[src/rtl/tia_pkg.sv]
// tia_pkg: shared constants and types for the TIA horizontal-motion block.
//   HM_W        width of each motion register / sequence counter
//   NUM_OBJ     number of movable objects (P0, P1, M0, M1, BL)
//   HM_SEQ_LEN  number of motion ticks in one HMOVE sequence
//   obj_e       object index, also the bit position in per-object vectors
//   hm_state_e  motion sequencer states
package tia_pkg;

  localparam int HM_W       = 4;
  localparam int NUM_OBJ    = 5;
  localparam int HM_SEQ_LEN = 15;

  typedef enum logic [2:0] {
    P0 = 3'd0,
    P1 = 3'd1,
    M0 = 3'd2,
    M1 = 3'd3,
    BL = 3'd4
  } obj_e;

  typedef enum logic {
    IDLE = 1'b0,
    RUN  = 1'b1
  } hm_state_e;

  // True on the tick where an object's extra clocks run out. The compare
  // value ~(hm ^ 8) equals 15 - N, where N = hm ^ 8 is the pulse count,
  // so the object stops after exactly N ticks of a down-counting sequence.
  function automatic logic hm_stop(input logic [HM_W-1:0] cnt,
                                   input logic [HM_W-1:0] hm);
    return cnt == ~(hm ^ 4'b1000);
  endfunction

endpackage

[src/rtl/tia_horizontal_motion_if.sv]
// tia_horizontal_motion_if: register-write and timing strobes feeding the
// horizontal-motion block.
//   d          motion value (data bus D7..D4)
//   p0hm..blhm per-object motion register write strobes
//   hmove      start a motion sequence
//   hmclr      clear all motion registers
//   mot_tick   motion tick, one per 4 colour clocks
// Modports: master drives the strobes, slave (the motion block) receives.
interface tia_horizontal_motion_if;

  logic [3:0] d;
  logic       p0hm;
  logic       p1hm;
  logic       m0hm;
  logic       m1hm;
  logic       blhm;
  logic       hmove;
  logic       hmclr;
  logic       mot_tick;

  modport master (
    output d, p0hm, p1hm, m0hm, m1hm, blhm, hmove, hmclr, mot_tick
  );

  modport slave (
    input d, p0hm, p1hm, m0hm, m1hm, blhm, hmove, hmclr, mot_tick
  );

endinterface

[src/rtl/tia_motion_compare.sv]
// tia_motion_compare: one object's motion slice -- enable flag, stop
// comparator and registered extra-clock pulse.
//   clk       phi2 clock
//   reset     synchronous active-high reset
//   start     hmove strobe: re-arms the enable
//   run_tick  motion tick accepted by the sequencer (RUN, no hmove)
//   cnt       live sequence counter
//   hm        live motion register of this object
//   ec        one-cycle extra-clock pulse, cycle after the tick
module tia_motion_compare
  import tia_pkg::*;
(
  input  logic            clk,
  input  logic            reset,
  input  logic            start,
  input  logic            run_tick,
  input  logic [HM_W-1:0] cnt,
  input  logic [HM_W-1:0] hm,
  output logic            ec
);

  logic en_r;
  logic stop_s;

  assign stop_s = hm_stop(cnt, hm);

  // Enable flag and registered pulse; a matching tick drops the enable
  // and suppresses its own pulse.
  always_ff @(posedge clk) begin
    if (reset) begin
      en_r <= 1'b0;
      ec   <= 1'b0;
    end else begin
      if (start) begin
        en_r <= 1'b1;
      end else if (run_tick && stop_s) begin
        en_r <= 1'b0;
      end else begin
        en_r <= en_r;
      end
      ec <= run_tick && en_r && !stop_s;
    end
  end

endmodule

[src/rtl/tia_horizontal_motion.sv]
// tia_horizontal_motion: TIA HMOVE sequencer. Holds the five 4-bit motion
// registers and, after an hmove, issues hm^8 extra-clock pulses per object
// over 15 motion ticks.
//   phi2          clock
//   reset         synchronous active-high reset
//   bus           strobe interface (slave modport)
//   p0ec..blec    registered extra-clock pulses to position counters
//   hmove_active  high while the sequence runs
//   hmove_blank   late-HBLANK comb, only when TIA_HMOVE_BLANK_EN is defined
module tia_horizontal_motion
  import tia_pkg::*;
(
  input  logic                    phi2,
  input  logic                    reset,
  tia_horizontal_motion_if.slave  bus,
  output logic                    p0ec,
  output logic                    p1ec,
  output logic                    m0ec,
  output logic                    m1ec,
  output logic                    blec,
  output logic                    hmove_active
`ifdef TIA_HMOVE_BLANK_EN
  ,
  output logic                    hmove_blank
`endif
);

  logic [NUM_OBJ-1:0] wr_s;
  logic [HM_W-1:0]    hm_r [NUM_OBJ];
  hm_state_e          state_r;
  hm_state_e          state_s;
  logic [HM_W-1:0]    cnt_r;
  logic [HM_W-1:0]    cnt_s;
  logic               run_tick_s;
  logic [NUM_OBJ-1:0] ec_s;

  assign wr_s = {bus.blhm, bus.m1hm, bus.m0hm, bus.p1hm, bus.p0hm};

  // Motion registers; hmclr beats any coincident write.
  always_ff @(posedge phi2) begin
    if (reset) begin
      for (int i = 0; i < NUM_OBJ; i++) hm_r[i] <= 4'd0;
    end else if (bus.hmclr) begin
      for (int i = 0; i < NUM_OBJ; i++) hm_r[i] <= 4'd0;
    end else begin
      for (int i = 0; i < NUM_OBJ; i++) begin
        if (wr_s[i]) hm_r[i] <= bus.d;
        else         hm_r[i] <= hm_r[i];
      end
    end
  end

  // Sequencer state and counter registers.
  always_ff @(posedge phi2) begin
    if (reset) begin
      state_r <= IDLE;
      cnt_r   <= 4'd0;
    end else begin
      state_r <= state_s;
      cnt_r   <= cnt_s;
    end
  end

  // Next state: hmove (re)starts from any state and swallows a coincident
  // tick; the tick taken at cnt==1 is the last one of the sequence.
  always_comb begin
    state_s = state_r;
    cnt_s   = cnt_r;
    if (bus.hmove) begin
      state_s = RUN;
      cnt_s   = 4'(HM_SEQ_LEN);
    end else if ((state_r == RUN) && bus.mot_tick) begin
      if (cnt_r == 4'd1) begin
        state_s = IDLE;
        cnt_s   = 4'd0;
      end else begin
        cnt_s   = cnt_r - 4'd1;
      end
    end else begin
      state_s = state_r;
      cnt_s   = cnt_r;
    end
  end

  assign run_tick_s   = (state_r == RUN) && bus.mot_tick && !bus.hmove;
  assign hmove_active = (state_r == RUN);

  for (genvar g = 0; g < NUM_OBJ; g++) begin : g_obj
    tia_motion_compare u_cmp (
      .clk      (phi2),
      .reset    (reset),
      .start    (bus.hmove),
      .run_tick (run_tick_s),
      .cnt      (cnt_r),
      .hm       (hm_r[g]),
      .ec       (ec_s[g])
    );
  end

  assign p0ec = ec_s[P0];
  assign p1ec = ec_s[P1];
  assign m0ec = ec_s[M0];
  assign m1ec = ec_s[M1];
  assign blec = ec_s[BL];

`ifdef TIA_HMOVE_BLANK_EN
  logic       blank_r;
  logic [1:0] blank_ticks_r;

  // Blank comb: set by hmove, dropped by the second tick that follows.
  always_ff @(posedge phi2) begin
    if (reset) begin
      blank_r       <= 1'b0;
      blank_ticks_r <= 2'd0;
    end else if (bus.hmove) begin
      blank_r       <= 1'b1;
      blank_ticks_r <= 2'd0;
    end else if (blank_r && bus.mot_tick) begin
      if (blank_ticks_r == 2'd1) begin
        blank_r       <= 1'b0;
        blank_ticks_r <= 2'd0;
      end else begin
        blank_ticks_r <= blank_ticks_r + 2'd1;
      end
    end else begin
      blank_r       <= blank_r;
      blank_ticks_r <= blank_ticks_r;
    end
  end

  assign hmove_blank = blank_r;
`endif

endmodule

[src/flat_wrapper.sv]
// flat-port wrapper written by rule: the top's interface ports become plain ports
module tia_horizontal_motion_flat import tia_pkg::*;
  (phi2, reset, p0ec, p1ec, m0ec, m1ec, blec, hmove_active, bus_d, bus_p0hm, bus_p1hm, bus_m0hm, bus_m1hm, bus_blhm, bus_hmove, bus_hmclr, bus_mot_tick);
  tia_horizontal_motion_if bus_i ();
  input  logic phi2;
  input  logic reset;
  output logic p0ec;
  output logic p1ec;
  output logic m0ec;
  output logic m1ec;
  output logic blec;
  output logic hmove_active;
  input wire logic [$bits(bus_i.d)-1:0] bus_d;
  input wire logic [$bits(bus_i.p0hm)-1:0] bus_p0hm;
  input wire logic [$bits(bus_i.p1hm)-1:0] bus_p1hm;
  input wire logic [$bits(bus_i.m0hm)-1:0] bus_m0hm;
  input wire logic [$bits(bus_i.m1hm)-1:0] bus_m1hm;
  input wire logic [$bits(bus_i.blhm)-1:0] bus_blhm;
  input wire logic [$bits(bus_i.hmove)-1:0] bus_hmove;
  input wire logic [$bits(bus_i.hmclr)-1:0] bus_hmclr;
  input wire logic [$bits(bus_i.mot_tick)-1:0] bus_mot_tick;
  assign bus_i.d = bus_d;
  assign bus_i.p0hm = bus_p0hm;
  assign bus_i.p1hm = bus_p1hm;
  assign bus_i.m0hm = bus_m0hm;
  assign bus_i.m1hm = bus_m1hm;
  assign bus_i.blhm = bus_blhm;
  assign bus_i.hmove = bus_hmove;
  assign bus_i.hmclr = bus_hmclr;
  assign bus_i.mot_tick = bus_mot_tick;
  tia_horizontal_motion u_core (.phi2(phi2), .reset(reset), .bus(bus_i), .p0ec(p0ec), .p1ec(p1ec), .m0ec(m0ec), .m1ec(m1ec), .blec(blec), .hmove_active(hmove_active));
endmodule
[config.mk]
export PLATFORM = sky130hd
export DESIGN_NAME = tia_horizontal_motion_flat
export DESIGN_NICKNAME = d
export VERILOG_FILES = /design/src/rtl/tia_pkg.sv /design/src/rtl/tia_horizontal_motion_if.sv /design/src/rtl/tia_motion_compare.sv /design/src/rtl/tia_horizontal_motion.sv /design/src/flat_wrapper.sv
export SDC_FILE = /design/constraint.sdc
export NUM_CORES = 1
export LEC_CHECK = 0
export CAP_MARGIN = 10
export CORE_AREA = 10 10 82 84
export CTS_BUF_LIST = sky130_fd_sc_hd__clkbuf_4 sky130_fd_sc_hd__clkbuf_8 sky130_fd_sc_hd__clkbuf_16
export DETAILED_ROUTE_END_ITERATION = 10
export DIE_AREA = 0 0 92 94
export MAX_ROUTING_LAYER = met4
export PLACE_DENSITY_LB_ADDON = 0.3
export SYNTH_ARGS = -nofsm -noshare
export SYNTH_HDL_FRONTEND = slang
export SYNTH_SLANG_ARGS = --single-unit
[constraint.sdc]
create_clock -name phi2 -period 4 [get_ports phi2]
set_input_delay 0.8 -clock phi2 [delete_from_list [all_inputs] [get_ports phi2]]
set_output_delay 0.8 -clock phi2 [all_outputs]
set_load 0.02 [all_outputs]
After elaboration in Yosys (flattened, before gate mapping)

Memories as Yosys holds them, arrays and structs flattened.
Cells that the tools add are included.

Multiplexer cells: 76
Reduce and logical (&&, ||, !) cells: 31
$add $sub $neg: 1
Equality and inequality tests: 6
Bitwise logic cells: 25

Operators by type and width:

| cell                                                                  | count |
|---|---|
| 4-bit 2-to-1 mux                                                      | 18 |
| 1-bit 2-to-1 mux                                                      | 58 |
| 4-bit equality test                                                   | 5 |
| 4-bit NOT                                                             | 5 |
| 1-bit logical AND                                                     | 17 |
| 1-bit OR                                                              | 15 |
| 2-bit nonzero test                                                    | 7 |
| 1-bit zero test                                                       | 6 |
| 1-bit NOT                                                             | 5 |
| 4-bit by 1-bit equality test with 1-bit output, second input constant | 1 |
| 4-bit by 1-bit subtractor with 4-bit output, second input constant    | 1 |
| 2-bit AND reduction                                                   | 1 |

Bits in registers: 15
Memories kept: 1
Memory bits (writable): 20

Memories:

| memory      | words | bits a word | read ports | clocked after Yosys merged registers in | wr ports | RTL line                    | text |
|---|---|---|---|---|---|---|---|
| u_core.hm_r | 5     | 4           | 5          | 0                                       | 5        | tia_horizontal_motion.sv:29 | `logic [HM_W-1:0] hm_r [NUM_OBJ];` |

Longest topological paths before layout

Gate-level depths: netlist of run 1.

Word-level depth: 6
Depth in mapped cells: 6
Depth with buffers taken out: 5

Modules after synthesis

A second synthesis of run 1 with hierarchy kept.

Cells, all modules: 121
Area total of the unflattened synthesis: 1495.2 um2

Modules (own cells, without submodules):

| module                | area an instance (um2) | times used | seq. area each (um2) | cells an instance |
|---|---|---|---|---|
| tia_horizontal_motion | 932.1                  | 1          | 700.7                | 61 |
| tia_motion_compare    | 112.6                  | 5          | 40.0                 | 12 |

Worst setup path after synthesis of run 1

Ideal clock, no wire load.

Kind: input port to flip-flop
Start point: input reset
End point: memory u_core.hm_r[1][0] (enable)
Buffers on the path: 1
Arrival: 1.379 ns
Path slack: 2.348 ns
Required time: 3.727 ns
Stages on the path: 2
Cell sequence: buf_2 > or3_1

RTL lines:

| item               | RTL line                    | text |
|---|---|---|
| start: declaration | flat_wrapper.sv:6           | `input logic reset;` |
| end: declaration   | tia_horizontal_motion.sv:29 |  |

Final worst setup path of run 1

Start point: register u_core.state_r, in the netlist u_core.hmove_active
End point: output hmove_active

RTL lines:

| item                     | RTL line                    | text |
|---|---|---|
| start: declaration       | tia_horizontal_motion.sv:30 | `hm_state_e state_r;` |
| start signal: assignment | tia_horizontal_motion.sv:59 | `state_r <= state_s;` |
| end: declaration         | flat_wrapper.sv:12          | `output logic hmove_active;` |

No word-level cell between the ends.

==> key figures, run 1 <==
Pwr
  • Worst-case vdd ir drop: about 0.14 mV
  • Pwr dens: between 400 and 500 nW/um^2
  • Total Power: between 700 and 800 uW
  • LEAKAGE: 0.0006875 uW

Critical path
  • Data required time of the critical path: 3.20 ns
  • WP data arrival: ~1.3 ns
  • Cell-by-cell trace of the critical path: clkdlybuf4s50_1
  • Sort of element at the end of the critical path: primary output
  • Master of the slowest instance on the critical path: sky130_fd_sc_hd__clkdlybuf4s50_1
  • Critical path fanouts, max: 6
  • Startpoint type of the worst setup path: flip-flop
  • CP Buf/Inv Count: 1
  • Register-to-Register Setup Slack: ~2.4 ns
  • Family with the most delay on the worst path: buffers and inverters
  • Critical path start-end classification: reg2out
  • Worst path max stage delay: between 0.6 and 0.7 ns

Timing
  • Max-slew headroom: 0.6379
  • Max Freq: around 470 MHz
  • Time the worst path needs with I/O delays and setup: approximately 2.1 ns
  • Slew at the pin closest to its max-slew limit: approximately 0.54 ns
  • RSZ-0062 raised after global routing: no
  • Final Setup Violations: 0
  • Max-slew violation total from the final report: 0
  • Final-layout setup total negative slack: 0 ns
  • Fin crit share: 0.5311
  • Final hold viol count: 0
  • PnR worst setup slack: 1.875 ns
  • Final Skew: a little under 0.009 ns

Die
  • Ports placed on the boundary: 20
  • Die Outline Area: 8648 um^2
  • Horiz. Die Dim: between 90 and 100 um
  • Die Y-Extent: between 90 and 100 um
  • Initial core utilization: 0.2941
  • Core Rows: 26
  • Area of the placeable core: just over 5000 um^2

Drt
  • First-pass iteration count of the detailed router: 4
  • Total detailed-routing wirelength: between 2000 and 3000 um
  • Routed via count: between 800 and 900
  • ANT nets after route: 0
  • Iteration-0 DRC count of the detailed router: 32
  • Via count normalized by instance count: 4.234
  • DRC: 0
  • Wirelength per Cell: 12.35 um

Final layout
  • Relative area change from synthesis to final layout: 21.79%
  • Core occupancy in the finished layout: 0.3582
  • Filler Cells Inserted: 513
  • Final standard cell area without fillers: about 1800 um^2
  • Total inserted antenna cells: 0
  • Fin nets: approximately 150
  • Fraction of layout instances using a drive strength above 1: 0.07914
  • Multi-input gate area in the final layout: about 540 um^2
  • FF/Latch Area: roughly 900 um^2

Clocking
  • Post-CTS Repair Setup Buffers: 0
  • Post-cts gate resize count: 0
  • Clock transition at the registers of the reported paths: 0.07 ns
  • Max Buffers Root-to-Sink: 2
  • Root buffer cell: sky130_fd_sc_hd__clkbuf_8
  • CTS tree: done
  • Cts-stage hold buffer count: 0
  • Inserted Clock Buffers: 5
  • H-Tree Level Count: 2
  • Clock latency on the worst-skew pair: roughly 0.28 ns
  • Clock net sink count: 35

Placed design
  • Final weighted congestion in routability-driven placement: ~0.72
  • Placement-stage cell area: 1729 um^2
  • Setup WS pre-CTS: around 1.7 ns
  • Buffers added on ports: 19
  • Post-DP HPWL: 2040 um

Global route
  • Initial antenna violation count: 0
  • Vias in the first global route: just over 900
  • Overall fraction of global-route tracks in use: 0.06672
  • Aggregate global routing overflow: 0
  • Global-route wire length before repair: between 4000 and 5000 um
  • Pin count of the biggest net entering global routing: 17

Synth
  • Cell count after synthesis: approximately 120
  • Area share of the largest cell type after synthesis: 0.4023
  • Warnings from Yosys: 0
  • Yosys reg bits: 35
  • Mapped Nets: approximately 130
  • Mean cell area of the mapped netlist: 12.65 um^2
  • Top cells by area, synth: sky130_fd_sc_hd__edfxtp_1 40%, sky130_fd_sc_hd__dfxtp_1 20%, sky130_fd_sc_hd__xnor2_1 6.5%
  • Library cell occupying the most area in the post-synthesis netlist: sky130_fd_sc_hd__edfxtp_1
  • Part of the Yosys area used for sequential elements: 0.6035
  • Mapped Area: 1493 um^2
  • Number of library cell types mapped by synthesis: 24

Min path
  • Kind of path behind the tightest hold check: reg2reg

Status
  • Result of the run: finished, final reports clean

Run
  • Max-cap violations: 0
==> path summary, 6_finish.rpt <==
path,startpoint,endpoint,depth (start not counted)
hold reg to reg,u_core.g_obj[1].u_cmp.en_r,u_core.g_obj[1].u_cmp.ec,1
hold / removal,u_core.g_obj[1].u_cmp.en_r,u_core.g_obj[1].u_cmp.ec,1
setup / recovery,u_core.hmove_active,hmove_active,1
setup reg to reg,u_core.cnt_r[0],u_core.cnt_r[1],5
==> layer usage <==
layer | up-vias | wire [um] | share of wire | GRT usage
li1 | 456 | - | - | -
met1 | 401 | 1147 | 0.44 | 0.07133
met2 | 23 | 1251 | 0.48 | 0.1035
met3 | 5 | 146 | 0.057 | 0.03118
met4 | 0 | 36 | 0.014 | 0.03085
met5 | - | 0 | 0 | -
==> kinds of logic (layout without fill, tap and decap cells) <==
| family | after synthesis | count (layout) | share of synthesized area |
|---|---|---|---|
| simple gates | 40 | 40 | 0.1567 |
| compound gates | 11 | 11 | 0.06119 |
| buf+inv | 8 | 29 | 0.03269 |
| flops | 35 | 35 | 0.6035 |
| xor+xnor | 22 | 22 | 0.1291 |
| fa+ha+maj | 2 | 2 | 0.01676 |
==> per-stage QoR <==
stage,hold WS (ns),instances
after floorplan,0.4532,118
after global placement,0.4662,201
after detailed placement,0.4620,201
after CTS,0.4779,209
after global routing,0.5062,209
final,0.4769,209
==> layout by cell type (no fill, tap or decap) <==
| cell type | instances |
|---|---|
| sky130_fd_sc_hd__nor3_1 | 1 |
| sky130_fd_sc_hd__clkdlybuf4s50_1 | 19 |
| sky130_fd_sc_hd__dfxtp_1 | 15 |
| sky130_fd_sc_hd__and3_1 | 3 |
| sky130_fd_sc_hd__nor4bb_1 | 1 |
| sky130_fd_sc_hd__ha_1 | 2 |
| sky130_fd_sc_hd__a31oi_2 | 1 |
| sky130_fd_sc_hd__or3_1 | 5 |
| sky130_fd_sc_hd__clkinv_2 | 1 |
| sky130_fd_sc_hd__nor4_2 | 2 |
| sky130_fd_sc_hd__and3b_1 | 4 |
| sky130_fd_sc_hd__nand4_1 | 3 |
| sky130_fd_sc_hd__xnor2_1 | 11 |
| sky130_fd_sc_hd__clkinvlp_4 | 2 |
| sky130_fd_sc_hd__nand3_1 | 1 |
| sky130_fd_sc_hd__clkbuf_8 | 5 |
| sky130_fd_sc_hd__and2_1 | 4 |
| sky130_fd_sc_hd__a211oi_1 | 4 |
| sky130_fd_sc_hd__inv_1 | 2 |
| sky130_fd_sc_hd__edfxtp_1 | 20 |
| sky130_fd_sc_hd__nand2_1 | 2 |
| sky130_fd_sc_hd__o31a_1 | 3 |
| sky130_fd_sc_hd__o21a_1 | 3 |
| sky130_fd_sc_hd__nor2_1 | 14 |
| sky130_fd_sc_hd__xor2_1 | 11 |
==> state kept, by name, indices dropped and copies added (netlist names) <==
signal / count
u_core.cnt_r: 4
u_core.g_obj.u_cmp.ec: 5
u_core.g_obj.u_cmp.en_r: 5
u_core.hm_r: 20
u_core.hmove_active: 1
==> cell type report <==
class,instances,share of cell area
Tap cell,70,0.04818
Clock buffer,5,0.03785
Inverter,2,0.004129
Timing Repair Buffer,19,0.1046
Multi-Input combinational cell,75,0.2987
Clock inverter,3,0.01101
Sequential cell,35,0.4955
==> where the power goes <==
part | total [uW] | switching (uW) | internal, uW | leakage, uW
logic | 79.1 | 35.5 | 43.6 | 0.000296
registers | 425 | 20.7 | 405 | 0.000351
clock network | 245 | 124 | 121 | 0.0000402
total | 750 | 180 | 569 | 0.000687
==> synthesized netlist by cell type (all sizes together) <==
cell and number:
nor3 1, a31oi 1, and3b 4, nand2 2, xor2 11, ha 2
nor4bb 1, buf 6, edfxtp 20, xnor2 11, and3 3, o31a 3
nand3 1, nand4 3, o21a 3, a211oi 4, or3 5, dfxtp 15
and2 4, inv 2, nor4 2, nor2 14
(Power assumes the default switching activity.)
==> inputs of run 2 (changes only) <==
clock period = 1.9 ns   (was 4 ns; I/O delays follow)
==> key figures, run 2 (synthesis gave the netlist of run 1 again) <==
Critical path
  • Critical path fanouts, max: 6 (unchanged)
  • Sort of element at the end of the critical path: primary output
  • End of the worst register-to-register path: u_core.cnt_r[1]
  • WP data arrival: 1.31 ns (about the same)
  • Startpoint of the most critical register-to-register path: u_core.cnt_r[0]
  • Crit path launch: u_core.hmove_active
  • Data required time of the critical path: 1.52 ns (-1.68 ns)
  • Master of the slowest instance on the critical path: sky130_fd_sc_hd__clkdlybuf4s50_1
  • Critical path start-end classification: reg2out
  • CP Buf/Inv Count: 1 (unchanged)
  • Family with the most delay on the worst path: buffers and inverters
  • Worst-case reg-to-reg path depth: 5 (unchanged)
  • Timing endpoint of the critical path: hmove_active
  • Stages on the worst setup path: 1 (unchanged)
  • Startpoint type of the worst setup path: flip-flop
  • Register-to-Register Setup Slack: 0.38 ns (-2.05 ns)
  • Cell-by-cell trace of the critical path: clkdlybuf4s50_1
  • Worst path max stage delay: 0.64 ns (about the same)

Clocking
  • Max Buffers Root-to-Sink: 2 (unchanged)
  • CTS tree: done
  • Root buffer cell: sky130_fd_sc_hd__clkbuf_8
  • Clock transition at the registers of the reported paths: 0.07 ns (about the same)
  • Post-cts gate resize count: 0 (unchanged)
  • Clock net sink count: 35 (unchanged)
  • Post-CTS Repair Setup Buffers: 0 (unchanged)
  • Inserted Clock Buffers: 5 (unchanged)
  • Cts-stage hold buffer count: 0 (unchanged)
  • H-Tree Level Count: 2 (unchanged)
  • Clock latency on the worst-skew pair: 0.28 ns (about the same)

Timing
  • Max-slew violation total from the final report: 0 (unchanged)
  • Final Skew: 0.005605 ns (-0.003172 ns)
  • Max-slew headroom: 0.6791 (+0.04120)
  • Final hold viol count: 0 (unchanged)
  • Fin crit share: 0.8893
  • Max Freq: between 500 and 600 MHz
  • RSZ-0062 raised after global routing: no
  • Time the worst path needs with I/O delays and setup: 1.690 ns
  • Final Setup Violations: 0 (unchanged)
  • Slew at the pin closest to its max-slew limit: 0.4777 ns (-0.06377 ns)
  • Final-layout setup total negative slack: 0 ns (unchanged)

Die
  • Horiz. Die Dim: 92 um (unchanged)
  • Ports placed on the boundary: 20 (unchanged)
  • Area of the placeable core: 5075 um^2 (unchanged)
  • Die Outline Area: 8648 um^2 (unchanged)
  • Core Rows: 26 (unchanged)
  • Initial core utilization: 0.2941 (unchanged)
  • Die Y-Extent: 94 um (unchanged)

Run
  • Max-cap violations: 0 (unchanged)

Drt
  • Routed via count: 904 (+2.1%)
  • Total detailed-routing wirelength: 2811 um (+8.9%)
  • Iteration-0 DRC count of the detailed router: 57 (+78%)
  • Wirelength per Cell: 13.20 um (+6.9%)
  • First-pass iteration count of the detailed router: 4 (unchanged)
  • ANT nets after route: 0 (unchanged)
  • DRC: 0 (unchanged)
  • Via count normalized by instance count: 4.244 (+0.23%)

Final layout
  • Most frequent cells in the layout: 20 x sky130_fd_sc_hd__edfxtp_1, 19 x sky130_fd_sc_hd__clkdlybuf4s50_1, 15 x sky130_fd_sc_hd__dfxtp_1, 14 x sky130_fd_sc_hd__nor2_1
  • Most common cell after layout, fill and taps aside: sky130_fd_sc_hd__edfxtp_1
  • Top reg by flops: u_core.hm_r
  • Max FFs per register: 20 (unchanged)
  • Filler Cells Inserted: 508 (-0.97%)
  • Relative area change from synthesis to final layout: 24.22%
  • Final standard cell area without fillers: 1854 um^2 (+2.0%)
  • Fin nets: 158 (+2.6%)
  • Total inserted antenna cells: 0 (unchanged)
  • Fraction of layout instances using a drive strength above 1: 0.1049 (+0.02576)
  • Biggest registers after layout: u_core.hm_r: 20 flops, u_core.g_obj.u_cmp.ec: 5 flops, u_core.g_obj.u_cmp.en_r: 5 flops

Global route
  • Vias in the first global route: 923 (+1.3%)
  • Pin count of the biggest net entering global routing: 12 (-5)
  • Initial antenna violation count: 0 (unchanged)
  • Global-route wire length before repair: 4705 um (+6.9%)
  • Busiest layer in global routing: met2
  • Met1 routing resource usage after global routing: 0.09159 (+0.02026)
  • Met3 GRT Util: 0.02718 (-0.003997)
  • Aggregate global routing overflow: 0 (unchanged)
  • Overall fraction of global-route tracks in use: 0.07238 (+0.005656)
  • Fraction of met2 tracks used by global routing: 0.1024 (-0.001176)

Placed design
  • Buffers added on ports: 19 (unchanged)
  • Final weighted congestion in routability-driven placement: 0.7242 (+1.1%)
  • Post-DP HPWL: 2075 um (+1.7%)
  • Placement-stage cell area: 1759 um^2 (+1.7%)

Pwr
  • Internal Pwr Total: 1257 uW (+120%)
  • Part of the power in registers: 0.550 (-0.018)
  • Clk network pwr share: 0.340 (+0.013)
  • LEAKAGE: 0.0007186 uW (+4.5%)
  • Switching component of the power: 365.6 uW (+100%)
  • Worst-case vdd ir drop: 0.4506 mV (+210%)
  • Pwr dens: 874.9 nW/um^2 (+110%)
  • Net switching fraction of the power: 0.2254 (-0.01524)
  • Logic pwr share: 0.110 (+0.004)

Status
  • Result of the run: finished, final reports clean

Min path
  • Kind of path behind the tightest hold check: reg2reg
run 2: how the worst min path moves through the flow:
| stage | depth (start not counted) | to | start |
|---|---|---|---|
| after global routing | 1 | u_core.g_obj[3].u_cmp.ec | u_core.g_obj[3].u_cmp.en_r |
| after CTS | 1 | u_core.g_obj[3].u_cmp.ec | u_core.g_obj[3].u_cmp.en_r |
| final | 1 | u_core.g_obj[3].u_cmp.ec | u_core.g_obj[3].u_cmp.en_r |
| after global placement | 1 | u_core.g_obj[1].u_cmp.ec | u_core.g_obj[1].u_cmp.en_r |
| after floorplan | 1 | u_core.g_obj[1].u_cmp.ec | u_core.g_obj[1].u_cmp.en_r |
| after detailed placement | 1 | u_core.g_obj[1].u_cmp.ec | u_core.g_obj[1].u_cmp.en_r |
run 2: per-layer routing:
layer,up-vias,wire (um)
li1,463,-
met3,4,149
met5,-,0
met2,25,1262
met1,412,1355
met4,0,42
run 2: through the flow:
step | utilization | hold WS, ns | instances | worst slack [ns] | power, uW
final | 0.3654 | 0.4727 | 213 | 0.2103 | 1622
after global routing | 0.3654 | 0.4889 | 213 | 0.1489 | 1706
after CTS | 0.3654 | 0.4714 | 213 | 0.2029 | 1643
after detailed placement | 0.3466 | 0.4655 | 205 | 0.07546 | 1092
after global placement | 0.3466 | 0.4669 | 205 | 0.03958 | 1087
after floorplan | - | 0.4532 | 118 | 0.6123 | 1026
run 2: power groups by stage:
stage	logic [uW]	registers (uW)	clock network, uW
final	178	893	551
after CTS	181	894	568
after floorplan	138	889	0
after global placement	176	910	0
after global routing	203	900	603
after detailed placement	181	911	0
run 2: cell type report:
cell class / count / area (um^2) / share of cell area
timing repair buffer: 23 / 220.2 / 0.1188
sequential: 35 / 900.9 / 0.4858
tap: 70 / 87.58 / 0.04723
clock inverter: 1 / 5.005 / 0.002699
inverter: 2 / 7.507 / 0.004049
multi-input combinational: 75 / 543.0 / 0.2928
clock buffer: 7 / 90.09 / 0.04858
==> patch 1, RTL diff (config.mk and constraints of run 1) <==
Register the outputs `p0ec`, `p1ec`, `m0ec`, `m1ec`, `blec` and `hmove_active`, with the module's reset; this adds one clock of latency there. The other outputs are not delayed to match. Comments in the files are not updated.
--- a/src/rtl/tia_horizontal_motion.sv
+++ b/src/rtl/tia_horizontal_motion.sv
@@ -84,5 +84,21 @@
 
   assign run_tick_s   = (state_r == RUN) && bus.mot_tick && !bus.hmove;
-  assign hmove_active = (state_r == RUN);
+  always_ff @(posedge phi2) begin
+    if (reset) begin
+      p0ec         <= '0;
+      p1ec         <= '0;
+      m0ec         <= '0;
+      m1ec         <= '0;
+      blec         <= '0;
+      hmove_active <= '0;
+    end else begin
+      p0ec         <= ec_s[P0];
+      p1ec         <= ec_s[P1];
+      m0ec         <= ec_s[M0];
+      m1ec         <= ec_s[M1];
+      blec         <= ec_s[BL];
+      hmove_active <= (state_r == RUN);
+    end
+  end
 
   for (genvar g = 0; g < NUM_OBJ; g++) begin : g_obj
@@ -98,9 +114,4 @@
   end
 
-  assign p0ec = ec_s[P0];
-  assign p1ec = ec_s[P1];
-  assign m0ec = ec_s[M0];
-  assign m1ec = ec_s[M1];
-  assign blec = ec_s[BL];
 
 `ifdef TIA_HMOVE_BLANK_EN
Behaviour: not the same (a bounded check fails within 4 cycles, from zero or initial values and one cycle with reset high).
==> patch 1 against run 1 <==
Worst setup slack got worse by 0.064 ns; critical path type is now input port to flop; critical path depth up 1; sequential cell count rose by 6; sequential share of layout area up 2.5 points; clock skew down 0.00094 ns; routed wire length increased by 4.4%; sequential power increased by 14%; fmax is 2.9% lower; synthesized cell count is 13% higher; die area is the same; total power is 9.4% higher; design area rose by 8.0%; via count rose by 8.1%; area after synthesis is 11% higher.
==> patch 1: results (changes against run 1) <==
[global_route]
grt_pass1_wl_um=4470  ; was 4400 µm
track_usage=0.0686  ; was 0.0667
grt_pass1_vias=947  ; was 911
grt_start_max_net_pins=22  ; was 17

[routing]
drtIter0Drc=36  ; was 32
drt_pass1_iterations=2  ; was 4
wl_met2_um=1200  ; was 1250 µm
post_drt_wl_per_cell_um=12.1  ; was 12.3 µm
vias=957  ; was 885
met3_length_um=166  ; was 146 µm

[final_layout]
fillCellCount=517  ; was 513
finalNetCount=167  ; was 154
drive_gt1_frac=0.0592  ; was 0.0791

[place]
gp_congestion=0.780  ; was 0.716
place_hpwl_um=2020  ; was 2040 µm
preCtsSetupSlack_ns=1.49  ; was 1.68 ns

[power]
peakVddDrop_v=0.000187  ; was 0.000145 V
leakage_nw=0.767  ; was 0.688 nW

[yosys]
synthTopCellsByCount=dfxtp_1, edfxtp_1, nor2_1, xor2_1, xnor2_1  ; was edfxtp_1, dfxtp_1, nor2_1, xnor2_1, xor2_1
ys.flop_type=dfxtp_1  ; was edfxtp_1
synth_adder_area_share=0.0152  ; was 0.0168
synth-xor-area-share=0.117  ; was 0.129
ys_warn_count=0  ; unchanged
yosysUniqueCellTypes=27  ; was 24
synth.area.top_cells=edfxtp_1, dfxtp_1, xor2_1  ; was edfxtp_1, dfxtp_1, xnor2_1
ys_seq_area_frac=0.619  ; was 0.604
synthesis.nets=149  ; was 134

[clock_tree]
cts_setup_buffers=0  ; unchanged
numCtsBuffers=5  ; unchanged

[min_path]
worst_hold_path.endpoint=u_core.p0ec  ; was u_core.g_obj[1].u_cmp.ec
hold_start=u_core.g_obj[0].u_cmp.ec  ; was u_core.g_obj[1].u_cmp.en_r

[sta]
skew_ns=0.00784  ; was 0.00878 ns
relSlewSlack=0.509  ; was 0.638

[run_status]
outcome=finished, final reports clean  ; unchanged

[worst_setup_path]
crit_family=buffers and inverters  ; unchanged
max_stage_delay_ns=0.79  ; was 0.64 ns
critical_path_arrival_ns=2.21  ; was 1.32 ns
worstPathMaxFanout=21  ; was 6

[patch 1: worst max-delay path by stage]
stage	start	endpoint	slack (ns)	depth (start not counted)
4_1_cts	reset	u_core.hm_r[2][3]	1.79	2
3_3_place_gp	reset	u_core.g_obj[4].u_cmp.ec	1.52	3
3_5_place_dp	reset	u_core.hm_r[2][3]	1.49	2
5_1_grt	reset	u_core.g_obj[1].u_cmp.ec	1.65	3
6_report	reset	u_core.hm_r[2][3]	1.81	2
2_1_floorplan	reset	u_core.hm_r[0][0]	2.34	2
[patch 1: power breakdown]
part,total [W],leakage [nW],internal [W],switching (W)
clock network,0.000258,0.0484,0.000127,0.000130
logic,0.0000761,0.319,0.0000428,0.0000334
registers,0.000486,0.400,0.000465,0.0000210
total,0.000820,0.767,0.000635,0.000185
[patch 1: kinds of logic after synthesis]
| kind of cell | after synthesis |
|---|---|
| AND/OR/NAND/NOR | 47 |
| XOR/XNOR | 22 |
| AO/OA/AOI/OAI | 11 |
| buffers and inverters | 10 |
| adder cells (fa/ha/maj) | 2 |
| flip-flops | 41 |
[patch 1: cell type report]
class	instances	area [µm²]	share of cell area
Inverter	2	7.51	0.00382
Sequential cell	41	1020	0.520
Clock buffer	6	76.3	0.0389
Timing Repair Buffer	19	190	0.0969
Multi-Input combinational cell	82	571	0.291
Clock inverter	2	10.0	0.00510
Tap cell	70	87.6	0.0446
[patch 1: through the flow]
| step | util | instances | cell area, µm² | hold WS, ns |
|---|---|---|---|---|
| 2_1_floorplan | - | 133 | 1650 | 0.414 |
| 3_3_place_gp | 0.370 | 214 | 1880 | 0.419 |
| 3_5_place_dp | 0.370 | 214 | 1880 | 0.430 |
| 4_1_cts | 0.387 | 222 | 1960 | 0.449 |
| 5_1_grt | 0.387 | 222 | 1960 | 0.460 |
| 6_report | 0.387 | 222 | 1960 | 0.441 |
[patch 1: layer usage]
| layer | vias up | global-route usage |
|---|---|---|
| met5 | - | - |
| met2 | 28 | 0.103 |
| li1 | 497 | - |
| met4 | 0 | 0.0386 |
| met3 | 5 | 0.0328 |
| met1 | 427 | 0.0731 |
==> patch 2, RTL diff (config.mk and constraints of run 1) <==
Made on the original files. Change the package constant `HM_SEQ_LEN` from 15 to 7.
--- a/src/rtl/tia_pkg.sv
+++ b/src/rtl/tia_pkg.sv
@@ -9,5 +9,5 @@
   localparam int HM_W       = 4;
   localparam int NUM_OBJ    = 5;
-  localparam int HM_SEQ_LEN = 15;
+  localparam int HM_SEQ_LEN = 7;
 
   typedef enum logic [2:0] {
Behaviour: not the same (a bounded check fails within 4 cycles, from zero or initial values and one cycle with reset high).
==> patch 2 against run 1 <==
First-iteration DRC count rose by 3.1%; sequential cell count did not move; total power up 5.3%; worst setup slack better by 0.019 ns; design area about the same; area after synthesis shrank 1.4%; clock skew is 0.0039 ns lower; routed wire length up 3.8%; largest cell class unchanged.
==> patch 2: results (changes against run 1) <==
[final_layout]
multi_input_area_share=0.288  ; was 0.299
fillCellCount=519  ; was 513
seq-cell-share=0.496  ; about the same
nonClkBufAreaFrac=0.105  ; about the same
finalNetCount=155  ; was 154
multi_input_cells=76  ; was 75
drive_gt1_frac=0.0643  ; was 0.0791
clk_share=0.0592  ; was 0.0489
design.seq.count=35  ; unchanged

[global_route]
track_usage=0.0695  ; was 0.0667
met2_usage=0.104  ; about the same
use_met3=0.0304  ; was 0.0312
grt_pass1_vias=963  ; was 911
grt_pass1_wl_um=4550  ; was 4400 µm
met1_usage=0.0747  ; was 0.0713

[power]
peakVddDrop_v=0.000148  ; was 0.000145 V
leakage_nw=0.698  ; was 0.688 nW
p_sw_w=0.000164  ; was 0.000180 W

[routing]
wl_um=2680  ; was 2580 µm
drtIter0Drc=33  ; was 32
post_drt_wl_per_cell_um=12.8  ; was 12.3 µm
viasPerCell=4.38  ; was 4.23
wl_met2_um=1260  ; was 1250 µm
met1_length_um=1190  ; was 1150 µm

[min_path]
hold_start=u_core.g_obj[2].u_cmp.en_r  ; was u_core.g_obj[1].u_cmp.en_r
worst_hold_path.endpoint=u_core.g_obj[2].u_cmp.ec  ; was u_core.g_obj[1].u_cmp.ec

[run_status]
outcome=finished, final reports clean  ; unchanged

[sta]
period_share=0.527  ; was 0.531
max_slew.worst_pin.slew_ns=0.537  ; was 0.541 ns

[place]
place_hpwl_um=2080  ; was 2040 µm
placed_cells=202  ; was 201
gp_congestion=0.782  ; was 0.716
preCtsSetupSlack_ns=1.64  ; was 1.68 ns

[yosys]
yosysUniqueCellTypes=27  ; was 24
ys_seq_area_frac=0.612  ; was 0.604
synthTopCellsByCount=edfxtp_1, dfxtp_1, nor2_1, xor2_1, xnor2_1  ; was edfxtp_1, dfxtp_1, nor2_1, xnor2_1, xor2_1
synth.area.top_cells=edfxtp_1, dfxtp_1, xor2_1  ; was edfxtp_1, dfxtp_1, xnor2_1
syn_area_per_cell_um2=12.4  ; was 12.6 µm²

[worst_setup_path]
r2r_slack_ns=2.37  ; was 2.43 ns
cp-startpoint=u_core.hmove_active  ; unchanged
worstPathMaxFanout=5  ; was 6

[patch 2: cells by family after synthesis]
group                    share of synthesized area
AO/OA/AOI/OAI                               0.0655
XOR/XNOR                                     0.119
adder cells (fa/ha/maj)                     0.0170
buffers and inverters                       0.0323
flip-flops                                   0.612
AND/OR/NAND/NOR                              0.154
[patch 2: power by group through the flow]
| stage | Clock (W) | Combinational [W] | Sequential [W] |
|---|---|---|---|
| after global routing | 0.000330 | 0.0000799 | 0.000424 |
| final | 0.000297 | 0.0000705 | 0.000422 |
| after CTS | 0.000306 | 0.0000716 | 0.000423 |
| after detailed placement | 0 | 0.0000714 | 0.000430 |
| after floorplan | 0 | 0.0000539 | 0.000421 |
| after global placement | 0 | 0.0000691 | 0.000430 |
[patch 2: per-stage QoR]
stage / hold WS [ns] / util
final: 0.483 / 0.358
after global routing: 0.497 / 0.358
after CTS: 0.485 / 0.358
after detailed placement: 0.474 / 0.337
after global placement: 0.471 / 0.337
after floorplan: 0.453 / -
